--- src/rtl/alu_op_sequencer_if.sv ---
// ----------------------------------------------------------------------------
// alu_op_sequencer_if
//
// Purpose: request/result channel bundle between the instruction-issue logic
// (master) and the ALU operation sequencer (slave).
//
// Parameters:
//   WIDTH       operand width in bits
//
// Signals:
//   req_valid   master -> slave  request present
//   req_ready   slave  -> master sequencer can accept a request
//   req_op      master -> slave  opcode: 00 ADD, 01 SUB, 10 MUL, 11 DIV
//   req_a       master -> slave  operand A (dividend for DIV)
//   req_b       master -> slave  operand B (divisor for DIV)
//   res_valid   slave  -> master result present
//   res_ready   master -> slave  consumer takes the result
//   res_hi      slave  -> master MUL upper half / DIV remainder / 0
//   res_lo      slave  -> master sum, difference, MUL low half, DIV quotient
//   flag_carry  slave  -> master ADD carry-out / SUB borrow
//   flag_zero   slave  -> master {res_hi,res_lo} == 0
//   flag_dz     slave  -> master DIV by zero (or DIV unsupported)
// ----------------------------------------------------------------------------
interface alu_op_sequencer_if #(
  parameter int WIDTH = 8
);
  logic             req_valid;
  logic             req_ready;
  logic [1:0]       req_op;
  logic [WIDTH-1:0] req_a;
  logic [WIDTH-1:0] req_b;
  logic             res_valid;
  logic             res_ready;
  logic [WIDTH-1:0] res_hi;
  logic [WIDTH-1:0] res_lo;
  logic             flag_carry;
  logic             flag_zero;
  logic             flag_dz;

  modport master (
    output req_valid, req_op, req_a, req_b, res_ready,
    input  req_ready, res_valid, res_hi, res_lo, flag_carry, flag_zero, flag_dz
  );

  modport slave (
    input  req_valid, req_op, req_a, req_b, res_ready,
    output req_ready, res_valid, res_hi, res_lo, flag_carry, flag_zero, flag_dz
  );
endinterface

--- src/rtl/alu_op_sequencer.sv ---
// ----------------------------------------------------------------------------
// alu_op_sequencer
//
// Purpose: multi-cycle unsigned ALU operation sequencer. Accepts one request
// at a time; ADD/SUB finish in one cycle, MUL (shift-add) and DIV (restoring)
// iterate WIDTH times. A single WIDTH+1 bit adder is time-shared by all
// operations. Results and flags are registered and presented on a valid/ready
// result channel.
//
// Ports:
//   clk    input  rising-edge clock
//   rst_n  input  asynchronous active-low reset
//   bus    alu_op_sequencer_if.slave  request/result channels and flags
//
// Configuration macro:
//   ALU_SEQ_DIV_EN  defined   -> restoring divider present
//                   undefined -> opcode 11 completes in one cycle with
//                                res_hi=0, res_lo=0, flag_dz=1, flag_zero=1
// ----------------------------------------------------------------------------
module alu_op_sequencer #(
  parameter int WIDTH = 8
) (
  input  logic              clk,
  input  logic              rst_n,
  alu_op_sequencer_if.slave bus
);

  localparam int              CW       = (WIDTH > 2) ? $clog2(WIDTH) : 1;
  localparam logic [CW-1:0]   CNT_LOAD = CW'(WIDTH - 1);
  localparam logic [CW-1:0]   CNT_ZERO = {CW{1'b0}};
  localparam logic [1:0]      OP_ADD   = 2'b00;
  localparam logic [1:0]      OP_SUB   = 2'b01;
  localparam logic [1:0]      OP_MUL   = 2'b10;
  localparam logic [1:0]      OP_DIV   = 2'b11;
  localparam logic [WIDTH-1:0] ZERO_W  = {WIDTH{1'b0}};
  localparam logic [WIDTH-1:0] ONES_W  = {WIDTH{1'b1}};

  typedef enum logic [1:0] {
    IDLE = 2'b00,
    EXEC = 2'b01,
    DONE = 2'b10
  } state_e;

  // Control and working registers
  state_e           state_q;
  logic [1:0]       op_q;
  logic [WIDTH-1:0] opb_q;      // multiplicand (MUL) or divisor (DIV)
  logic [WIDTH-1:0] acc_hi_q;   // upper accumulator (MUL) or remainder (DIV)
  logic [WIDTH-1:0] acc_lo_q;   // multiplier (MUL) or dividend/quotient (DIV)
  logic [CW-1:0]    cnt_q;

  // Registered outputs
  logic             req_ready_q;
  logic             res_valid_q;
  logic [WIDTH-1:0] res_hi_q;
  logic [WIDTH-1:0] res_lo_q;
  logic             flag_carry_q;
  logic             flag_zero_q;
  logic             flag_dz_q;

  // Shared adder and per-iteration next values
  logic [WIDTH-1:0] add_x_s;
  logic [WIDTH-1:0] add_y_s;
  logic             add_cin_s;
  logic [WIDTH:0]   add_sum_s;
  logic [WIDTH-1:0] step_hi_d;
  logic [WIDTH-1:0] step_lo_d;

`ifdef ALU_SEQ_DIV_EN
  logic [WIDTH-1:0] rem_sh_s;
  logic             no_borrow_s;

  // Remainder after the left shift of {rem,quot}; its dropped MSB is handled
  // separately so the trial subtract only needs WIDTH+1 bits.
  assign rem_sh_s = {acc_hi_q[WIDTH-2:0], acc_lo_q[WIDTH-1]};
`endif

  // The one adder every operation shares; SUB and DIV feed ~B with carry-in 1.
  assign add_sum_s = {1'b0, add_x_s} + {1'b0, add_y_s} + {{WIDTH{1'b0}}, add_cin_s};

  // Adder operand selection by state and operation.
  always_comb begin
    add_x_s   = ZERO_W;
    add_y_s   = ZERO_W;
    add_cin_s = 1'b0;
    case (state_q)
      IDLE: begin
        add_x_s = bus.req_a;
        if (bus.req_op == OP_SUB) begin
          add_y_s   = ~bus.req_b;
          add_cin_s = 1'b1;
        end else begin
          add_y_s   = bus.req_b;
          add_cin_s = 1'b0;
        end
      end
      EXEC: begin
        case (op_q)
          OP_MUL: begin
            add_x_s = acc_hi_q;
            if (acc_lo_q[0]) begin
              add_y_s = opb_q;
            end else begin
              add_y_s = ZERO_W;
            end
          end
`ifdef ALU_SEQ_DIV_EN
          OP_DIV: begin
            add_x_s   = rem_sh_s;
            add_y_s   = ~opb_q;
            add_cin_s = 1'b1;
          end
`endif
          default: begin
            add_x_s   = ZERO_W;
            add_y_s   = ZERO_W;
            add_cin_s = 1'b0;
          end
        endcase
      end
      default: begin
        add_x_s   = ZERO_W;
        add_y_s   = ZERO_W;
        add_cin_s = 1'b0;
      end
    endcase
  end

  // Next accumulator values for one MUL or DIV iteration.
  always_comb begin
    step_hi_d = acc_hi_q;
    step_lo_d = acc_lo_q;
`ifdef ALU_SEQ_DIV_EN
    no_borrow_s = 1'b0;
`endif
    case (op_q)
      OP_MUL: begin
        // {carry,hi,lo} >> 1 after the conditional add
        step_hi_d = add_sum_s[WIDTH:1];
        step_lo_d = {add_sum_s[0], acc_lo_q[WIDTH-1:1]};
      end
`ifdef ALU_SEQ_DIV_EN
      OP_DIV: begin
        // A set bit shifted out of rem means the shifted value already
        // exceeds any WIDTH-bit divisor.
        no_borrow_s = acc_hi_q[WIDTH-1] | add_sum_s[WIDTH];
        if (no_borrow_s) begin
          step_hi_d = add_sum_s[WIDTH-1:0];
        end else begin
          step_hi_d = rem_sh_s;
        end
        step_lo_d = {acc_lo_q[WIDTH-2:0], no_borrow_s};
      end
`endif
      default: begin
        step_hi_d = acc_hi_q;
        step_lo_d = acc_lo_q;
      end
    endcase
  end

  // Sequencer FSM with registered handshake, result and flag outputs.
  always_ff @(posedge clk or negedge rst_n) begin
    if (!rst_n) begin
      state_q      <= IDLE;
      op_q         <= OP_ADD;
      opb_q        <= ZERO_W;
      acc_hi_q     <= ZERO_W;
      acc_lo_q     <= ZERO_W;
      cnt_q        <= CNT_ZERO;
      req_ready_q  <= 1'b1;
      res_valid_q  <= 1'b0;
      res_hi_q     <= ZERO_W;
      res_lo_q     <= ZERO_W;
      flag_carry_q <= 1'b0;
      flag_zero_q  <= 1'b0;
      flag_dz_q    <= 1'b0;
    end else begin
      case (state_q)
        IDLE: begin
          if (bus.req_valid) begin
            op_q        <= bus.req_op;
            opb_q       <= bus.req_b;
            cnt_q       <= CNT_LOAD;
            acc_hi_q    <= ZERO_W;
            acc_lo_q    <= bus.req_a;
            req_ready_q <= 1'b0;
            case (bus.req_op)
              OP_ADD, OP_SUB: begin
                state_q      <= DONE;
                res_valid_q  <= 1'b1;
                res_hi_q     <= ZERO_W;
                res_lo_q     <= add_sum_s[WIDTH-1:0];
                // SUB carry-out 0 means A < B
                flag_carry_q <= (bus.req_op == OP_ADD) ? add_sum_s[WIDTH] : ~add_sum_s[WIDTH];
                flag_zero_q  <= (add_sum_s[WIDTH-1:0] == ZERO_W);
                flag_dz_q    <= 1'b0;
              end
              OP_MUL: begin
                state_q <= EXEC;
              end
              OP_DIV: begin
`ifdef ALU_SEQ_DIV_EN
                if (bus.req_b == ZERO_W) begin
                  state_q      <= DONE;
                  res_valid_q  <= 1'b1;
                  res_hi_q     <= bus.req_a;
                  res_lo_q     <= ONES_W;
                  flag_carry_q <= 1'b0;
                  flag_zero_q  <= 1'b0;
                  flag_dz_q    <= 1'b1;
                end else begin
                  state_q <= EXEC;
                end
`else
                state_q      <= DONE;
                res_valid_q  <= 1'b1;
                res_hi_q     <= ZERO_W;
                res_lo_q     <= ZERO_W;
                flag_carry_q <= 1'b0;
                flag_zero_q  <= 1'b1;
                flag_dz_q    <= 1'b1;
`endif
              end
              default: begin
                state_q <= IDLE;
              end
            endcase
          end else begin
            state_q <= IDLE;
          end
        end
        EXEC: begin
          acc_hi_q <= step_hi_d;
          acc_lo_q <= step_lo_d;
          if (cnt_q == CNT_ZERO) begin
            state_q      <= DONE;
            res_valid_q  <= 1'b1;
            res_hi_q     <= step_hi_d;
            res_lo_q     <= step_lo_d;
            flag_carry_q <= 1'b0;
            flag_zero_q  <= ({step_hi_d, step_lo_d} == {ZERO_W, ZERO_W});
            flag_dz_q    <= 1'b0;
          end else begin
            cnt_q <= cnt_q - {{(CW-1){1'b0}}, 1'b1};
          end
        end
        DONE: begin
          if (bus.res_ready) begin
            state_q     <= IDLE;
            res_valid_q <= 1'b0;
            req_ready_q <= 1'b1;
          end else begin
            state_q <= DONE;
          end
        end
        default: begin
          state_q     <= IDLE;
          res_valid_q <= 1'b0;
          req_ready_q <= 1'b1;
        end
      endcase
    end
  end

  assign bus.req_ready  = req_ready_q;
  assign bus.res_valid  = res_valid_q;
  assign bus.res_hi     = res_hi_q;
  assign bus.res_lo     = res_lo_q;
  assign bus.flag_carry = flag_carry_q;
  assign bus.flag_zero  = flag_zero_q;
  assign bus.flag_dz    = flag_dz_q;

endmodule
--- src/flat_wrapper.sv ---
// flat-port wrapper written by rule: the top's interface ports become plain ports
module alu_op_sequencer_flat 
#(
  parameter int WIDTH = 8
)
  (clk, rst_n, bus_req_valid, bus_req_op, bus_req_a, bus_req_b, bus_res_ready, bus_req_ready, bus_res_valid, bus_res_hi, bus_res_lo, bus_flag_carry, bus_flag_zero, bus_flag_dz);
  alu_op_sequencer_if #(.WIDTH(WIDTH)) bus_i ();
  input  logic clk;
  input  logic rst_n;
  input wire logic [$bits(bus_i.req_valid)-1:0] bus_req_valid;
  input wire logic [$bits(bus_i.req_op)-1:0] bus_req_op;
  input wire logic [$bits(bus_i.req_a)-1:0] bus_req_a;
  input wire logic [$bits(bus_i.req_b)-1:0] bus_req_b;
  input wire logic [$bits(bus_i.res_ready)-1:0] bus_res_ready;
  output wire logic [$bits(bus_i.req_ready)-1:0] bus_req_ready;
  output wire logic [$bits(bus_i.res_valid)-1:0] bus_res_valid;
  output wire logic [$bits(bus_i.res_hi)-1:0] bus_res_hi;
  output wire logic [$bits(bus_i.res_lo)-1:0] bus_res_lo;
  output wire logic [$bits(bus_i.flag_carry)-1:0] bus_flag_carry;
  output wire logic [$bits(bus_i.flag_zero)-1:0] bus_flag_zero;
  output wire logic [$bits(bus_i.flag_dz)-1:0] bus_flag_dz;
  assign bus_i.req_valid = bus_req_valid;
  assign bus_i.req_op = bus_req_op;
  assign bus_i.req_a = bus_req_a;
  assign bus_i.req_b = bus_req_b;
  assign bus_i.res_ready = bus_res_ready;
  assign bus_req_ready = bus_i.req_ready;
  assign bus_res_valid = bus_i.res_valid;
  assign bus_res_hi = bus_i.res_hi;
  assign bus_res_lo = bus_i.res_lo;
  assign bus_flag_carry = bus_i.flag_carry;
  assign bus_flag_zero = bus_i.flag_zero;
  assign bus_flag_dz = bus_i.flag_dz;
  alu_op_sequencer #(.WIDTH(WIDTH)) u_core (.clk(clk), .rst_n(rst_n), .bus(bus_i));
endmodule
--- config.mk ---
export PLATFORM = sky130hd
export DESIGN_NAME = alu_op_sequencer_flat
export DESIGN_NICKNAME = d
export VERILOG_FILES = /design/src/rtl/alu_op_sequencer_if.sv /design/src/rtl/alu_op_sequencer.sv /design/src/flat_wrapper.sv
export SDC_FILE = /design/constraint.sdc
export NUM_CORES = 1
export LEC_CHECK = 0
export CAP_MARGIN = 20
export CORE_UTILIZATION = 34
export DETAILED_ROUTE_END_ITERATION = 12
export GPL_TIMING_DRIVEN = 1
export PLACE_DENSITY = 0.62
export SYNTH_ARGS = -nofsm -noshare
export SYNTH_HDL_FRONTEND = slang
export SYNTH_SLANG_ARGS = --single-unit
--- constraint.sdc ---
create_clock -name clk -period 3.05 [get_ports clk]
set_input_delay 0.4575 -clock clk [delete_from_list [all_inputs] [get_ports clk]]
set_output_delay 0.4575 -clock clk [all_outputs]
set_load 0.05 [all_outputs]
---- Word level (Yosys, flattened, before mapping) ----
Cells that the tools add are included.
word-level totals
  bits of input ports ..................... 22
  register bits ........................... 52
  logic and storage cells ................. 96
operators by class
  $add $sub $neg .......................... 3
  equal/unequal tests ..................... 12
  muxes and demuxes ....................... 50
  bitwise logic cells ..................... 3
  reduce and logical (&&, ||, !) cells .... 15
operators with widths
  cell                  count
  $pmux W8 S2           7
  $mux W8               13
  $logic_not A16 Y1     1
  $mux W1               14
  $pmux W1 S2           6
  $reduce_and A4 Y1     3
  $add A8 B8 Y9         1
  $add A9 B1 Y9         1
  $eq A2 B2 Y1 const B  4
  $logic_not A8 Y1      1
  $ne A2 B2 Y1 const B  4
  $not A8 Y8            1
  $mux W2               3
  $mux W3               2
  $pmux W1 S3           2
  $pmux W2 S3           1
  $pmux W3 S2           1
  $reduce_and A3 Y1     2
  $eq A2 B1 Y1 const B  2
  $logic_not A2 Y1      2
  $pmux W2 S2           1
  $reduce_and A2 Y1     2
  $logic_not A3 Y1      1
  $ne A3 B3 Y1 const B  1
  other kinds (6)       7

---- Depth between registers and ports, before layout ----
  word-level depth ........................ 10
  depth in mapped cells ................... 15

---- Worst setup path after synthesis ----
OpenSTA, ideal clock, no wires.
  path kind ............................... register to register
  start ................................... register u_core.state_q[1]
  end ..................................... register u_core.flag_zero_q (netlist: u_core.bus.flag_zero)
  arrival time ............................ 3119 ps
  stages on the path, launching flop included .. 15
  slack ................................... -149 ps
  library setup time ...................... 80 ps
  buffers on the path ..................... 3
  clock period less this slack ............ 3199 ps
  cells stage by stage .................... dfrtp_1 > buf_2 > nand2b_1 > clkbuf_1 > nor2_1 > buf_2 > a22oi_1 > fa_1 > inv_1 > fa_1 > nand3b_1 > o31a_1 > a2111oi_2 > nand4b_1 > o22ai_2
between the ends
  longest elaborated chain between the ends .. 8
  elaborated cells between the ends (all ways) .. 20
  classes of those cells .................. add/sub (2); eq/ne (4); mux (9); reduce/logical (5)
ends and longest elaborated chain
  element                                           line                                              text
  start, declared                                   alu_op_sequencer.sv:45                            state_e state_q;
  start signal, assigned                            alu_op_sequencer.sv:165                           state_q <= IDLE;
  start signal, assigned                            alu_op_sequencer.sv:190                           state_q <= DONE;
  start signal, assigned                            alu_op_sequencer.sv:200                           state_q <= EXEC;
  $eq A2 B1 Y1 or $logic_not A2 Y1 (tied branches)  alu_op_sequencer.sv:86, alu_op_sequencer.sv:179
  $pmux W8 S2                                       alu_op_sequencer.sv:86                            case (state_q)
  $add A8 B8 Y9                                     alu_op_sequencer.sv:79                            assign add_sum_s = {1'b0, add_x_s} + {1'b0, add_y_s} + {{WIDTH{1'b0}}, add_cin_s};
  $add A9 B1 Y9                                     alu_op_sequencer.sv:79
  $logic_not A8 Y1 or $mux W8 (tied branches)       alu_op_sequencer.sv:196, alu_op_sequencer.sv:136
  $pmux W1 S2 or $logic_not A16 Y1 (tied branches)  alu_op_sequencer.sv:188, alu_op_sequencer.sv:242
  $mux W1, on equally long branches                 alu_op_sequencer.sv:181, alu_op_sequencer.sv:236
  $pmux W1 S2                                       alu_op_sequencer.sv:179                           case (state_q)
  end signal, assigned                              alu_op_sequencer.sv:196                           flag_zero_q <= (add_sum_s[WIDTH-1:0] == ZERO_W);
  end signal, assigned                              alu_op_sequencer.sv:242                           flag_zero_q <= ({step_hi_d, step_lo_d} == {ZERO_W, ZERO_W});
  end, declared                                     alu_op_sequencer.sv:58                            logic flag_zero_q;
Several ways; a longest one is shown, not always the timed one. The select of a mux whose other input is x is not followed.
A chain may end at the register's enable or synchronous reset.

---- Worst setup path after layout ----
  start ................................... input bus_req_op[0]
  end ..................................... register u_core.flag_zero_q (netlist: u_core.bus.flag_zero)
between the ends
  longest elaborated chain between the ends .. 9
  elaborated cells between the ends (all ways) .. 20
  classes of those cells .................. add/sub (2); eq/ne (3); mux (10); reduce/logical (5)
ends and longest elaborated chain
  element                                           line                                              text
  start, declared                                   flat_wrapper.sv:11                                input wire logic [$bits(bus_i.req_op)-1:0] bus_req_op;
  $eq A2 B1 Y1                                      alu_op_sequencer.sv:89, alu_op_sequencer.sv:188
  $mux W8                                           alu_op_sequencer.sv:89                            if (bus.req_op == OP_SUB) begin
  $pmux W8 S2                                       alu_op_sequencer.sv:86
  $add A8 B8 Y9                                     alu_op_sequencer.sv:79
  $add A9 B1 Y9                                     alu_op_sequencer.sv:79
  $logic_not A8 Y1 or $mux W8 (tied branches)       alu_op_sequencer.sv:196, alu_op_sequencer.sv:136
  $pmux W1 S2 or $logic_not A16 Y1 (tied branches)  alu_op_sequencer.sv:188, alu_op_sequencer.sv:242
  $mux W1, on equally long branches                 alu_op_sequencer.sv:181, alu_op_sequencer.sv:236
  $pmux W1 S2                                       alu_op_sequencer.sv:179
Several ways; a longest one is shown, not always the timed one. The select of a mux whose other input is x is not followed.

==> impl_metrics.env <==
export IMPL_critPathCaptureType="register"
export IMPL_cp_start_kind="input port"
export IMPL_hold_path_class="input port to asynchronous set/reset pin"
export IMPL_synth_xor_area_frac=0.0386
export IMPL_setup_viol=0
export IMPL_grt_usage=0.189
export IMPL_clock_sinks=52
export IMPL_dieArea_um2=9730
export IMPL_final_max_slew_violation_count=0
export IMPL_vias=2867
export IMPL_vdd_ir_drop_worst_mv=0.444
export IMPL_synth_fp_nets=375
export IMPL_fp_dieW_um=98.6
export IMPL_clkPwrFrac=0.082
export IMPL_routed_wirelength_um=8860
export IMPL_yosys_area_share_simple=0.158
export IMPL_cp_num_buf_inv=2
export IMPL_gp_congestion=0.943
export IMPL_syn2layout_area_growth_pct=31.5
export IMPL_synth_adder_area_share=0.0481
export IMPL_netlist_area_um2=3170
export IMPL_hpwl_um=6700
export IMPL_max_freq_mhz=332
export IMPL_final_util=0.470
export IMPL_grt_max_degree=53
export IMPL_clkTransAtPathRegs_ns=0.10
export IMPL_initial_core_util=0.357
export IMPL_fin_skew_ns=0.00849
export IMPL_drcViolationCount=0
export IMPL_intPower_mw=2.55
export IMPL_power_frac_seq=0.249
export IMPL_tightest_slew_ns=0.666
export IMPL_io_pins=43
export IMPL_fin_nets=451
export IMPL_pwr_share_comb=0.669
export IMPL_nFillCells=858
export IMPL_drtIter0Drc=155
export IMPL_synth_mux_area_frac=0.0607
export IMPL_final_seq_area_um2=1300
export IMPL_pwr_density_cell_nw_per_um2=1160
export IMPL_post_layout_nonfiller_instances=527
export IMPL_swShare=0.472
export IMPL_synthCells=342
export IMPL_clock_latency_ns=0.31
export IMPL_final_min_clock_period_ns=3.01
export IMPL_viasPerCell=5.44
export IMPL_synth_compound_area_share=0.242
export IMPL_antenna_found_initial=0
export IMPL_crit_path_max_fanout=3
export IMPL_yosys_register_bits=52
export IMPL_yosysWarningCount=0
export IMPL_syn_avg_cell_area_um2=9.28
export IMPL_crit_top_cell="fa_2"
export IMPL_switchingPower_mw=2.28
export IMPL_p_leak_nw=1.88
export IMPL_ant_nets=0
export IMPL_seq_area_frac_synth=0.410
export IMPL_clk_path_buf_depth=2
export IMPL_timing_hold_violations_final=0
export IMPL_netlist_cell_type_count=52
export IMPL_cts_tree="built"
export IMPL_clockRootBuffer="clkbuf_8"
export IMPL_fp_row_count=34
export IMPL_ys_flop_type="dfrtp_1"
export IMPL_critical_path_arrival_ns=3.25
export IMPL_diodes=0
export IMPL_async_reset_ff_frac=1.00
export IMPL_tns_ns=0
export IMPL_timing_max_cap_violations=0
export IMPL_drt_pre_antenna_iters=4
export IMPL_synth_top_family_by_area="compound AO/OA/AOI/OAI gates"
export IMPL_slew_headroom=0.556
export IMPL_grt_setup_unrepaired="true"
export IMPL_avgRoutedWirePerCell_um=16.8
export IMPL_worstPathCellList="clkdlybuf4s50_1 -> nor2b_4 -> xor2_1 -> a22oi_2 -> fa_2 -> inv_2 -> fa_2 -> nand3b_1 -> o31a_1 -> a2111oi_4 -> nand4b_1 -> o22ai_2"
export IMPL_cts_buffers_inserted=5
export IMPL_multi_input_area_um2=1820
export IMPL_cts_max_level=2
export IMPL_status="finished, final reports clean"
export IMPL_max_stage_delay_ns=0.49
export IMPL_total_power_mw=4.84
export IMPL_critPathRequiredTime_ns=3.29
export IMPL_fin_crit_sh=0.986
export IMPL_die_y_um=98.6
export IMPL_critPathTopFamily="adder cells"
export IMPL_slowest_stage="clkdlybuf4s50_1"
export IMPL_io_buffers=42
export IMPL_core_area_um2=8890
export IMPL_crit_type="input port to register"
export IMPL_grt_first_pass_wirelength_um=14300
export IMPL_grt_pass1_vias=2807
export IMPL_synth_edf_count=0
export IMPL_placed_cells=515
export IMPL_gr_total_overflow=0
export IMPL_drive_gt1_frac=0.196
-- worst paths after layout --
path,slack [ns],to,start,cells after the start
min,0.25,u_core.bus.res_hi[1],rst_n,2
max reg2reg,0.11,u_core.bus.flag_zero,u_core.state_q[1],12
min reg2reg,0.47,u_core.cnt_q[0],u_core.cnt_q[0],1
max in group asynchronous,2.35,u_core.op_q[1],rst_n,2
min in group clk,0.47,u_core.cnt_q[0],u_core.cnt_q[0],1
max,0.04,u_core.bus.flag_zero,bus_req_op[0],12
-- layout make-up --
class | count | area share
Clock buffer | 6 | 0.0174
Clock inverter | 2 | 0.00300
Inverter | 11 | 0.00989
Multi-Input combinational cell | 259 | 0.437
Sequential cell | 52 | 0.312
Tap cell | 108 | 0.0324
Timing Repair Buffer | 89 | 0.188
-- per-stage QoR --
stage | worst slack, ns | hold slack (ns) | instance area, um2
after floorplan | 0.0310 | 0.162 | 3200
after global placement | -0.309 | 0.450 | 3980
after detailed placement | -0.374 | 0.459 | 3980
after CTS | 0.0123 | 0.279 | 4070
after global routing | -0.0921 | 0.311 | 4180
final | 0.0423 | 0.252 | 4180
-- metal layers --
layer,GRT usage,up-vias,routed length [um]
met5,0,-,0
met4,0.0608,0,146
met3,0.0291,14,414
met2,0.310,82,4190
met1,0.257,1387,4120
li1,-,1384,-
-- state kept, by name (all words and copies together) (netlist names) --
| signal | flops |
|---|---|
| u_core.bus.res_lo | 8 |
| u_core.bus.res_valid | 1 |
| u_core.bus.req_ready | 1 |
| u_core.bus.flag_zero | 1 |
| u_core.opb_q | 8 |
| u_core.bus.flag_carry | 1 |
| u_core.op_q | 2 |
| u_core.cnt_q | 3 |
| u_core.acc_lo_q | 8 |
| u_core.bus.res_hi | 8 |
| u_core.acc_hi_q | 8 |
| u_core.state_q | 2 |
| u_core.bus.flag_dz | 1 |
-- cells in the final DEF (no fill, tap or decap), types with 10 or more instances in the layout --
cell type        count
clkdlybuf4s50_1     40
o21ai_0             20
inv_1               10
a21oi_1             27
dfrtp_1             51
buf_4               45
nand2_1             52
a22o_1              16
nor2_1              20
-- power groups by stage --
stage | Combinational, mW | Clock, mW | Sequential, mW
2_1_floorplan | 1.64 | 0 | 1.47
3_3_place_gp | 3.01 | 0 | 1.21
3_5_place_dp | 3.06 | 0 | 1.22
4_1_cts | 3.08 | 0.414 | 1.21
5_1_grt | 3.51 | 0.442 | 1.24
6_report | 3.24 | 0.395 | 1.20
-- repair_timing --
item                                    in CTS  in global routing
endpoints found under the setup margin       2                  9
setup buffers                                0                  4
pin swaps                                    0                  9
gates resized for setup                      2                 10
hold buffers                                 0                  0
cloned                                       0                  0
-- synth_stat cells (3+ instances only) --
cell / number / share of area
nand2_1: 52 / 0.061
dfrtp_1: 51 / 0.40
a21oi_1: 27 / 0.043
nor2_1: 22 / 0.026
o21ai_0: 20 / 0.032
a22o_1: 16 / 0.044
inv_1: 11 / 0.013
buf_2: 10 / 0.016
clkbuf_1: 9 / 0.011
ha_1: 9 / 0.035
mux2i_1: 8 / 0.025
xor2_1: 8 / 0.022
a21o_1: 6 / 0.014
xnor2_1: 6 / 0.017
a22oi_1: 5 / 0.012
and3_1: 5 / 0.0099
mux2_1: 5 / 0.018
mux2_2: 5 / 0.018
nor2b_1: 5 / 0.0099
o21ai_1: 5 / 0.0079
nand2b_1: 4 / 0.0079
o31ai_1: 4 / 0.0095
a31oi_1: 3 / 0.0059
nand3_1: 3 / 0.0047
nor3_1: 3 / 0.0047
o2111ai_1: 3 / 0.0083
-- cell families after synthesis --
kind of cell,after synthesis
compound gates,109
simple gates,107
flops,52
buf+inv,31
mux,18
xor+xnor,14
fa+ha+maj,11
Power figures use the tool's default switching activity.
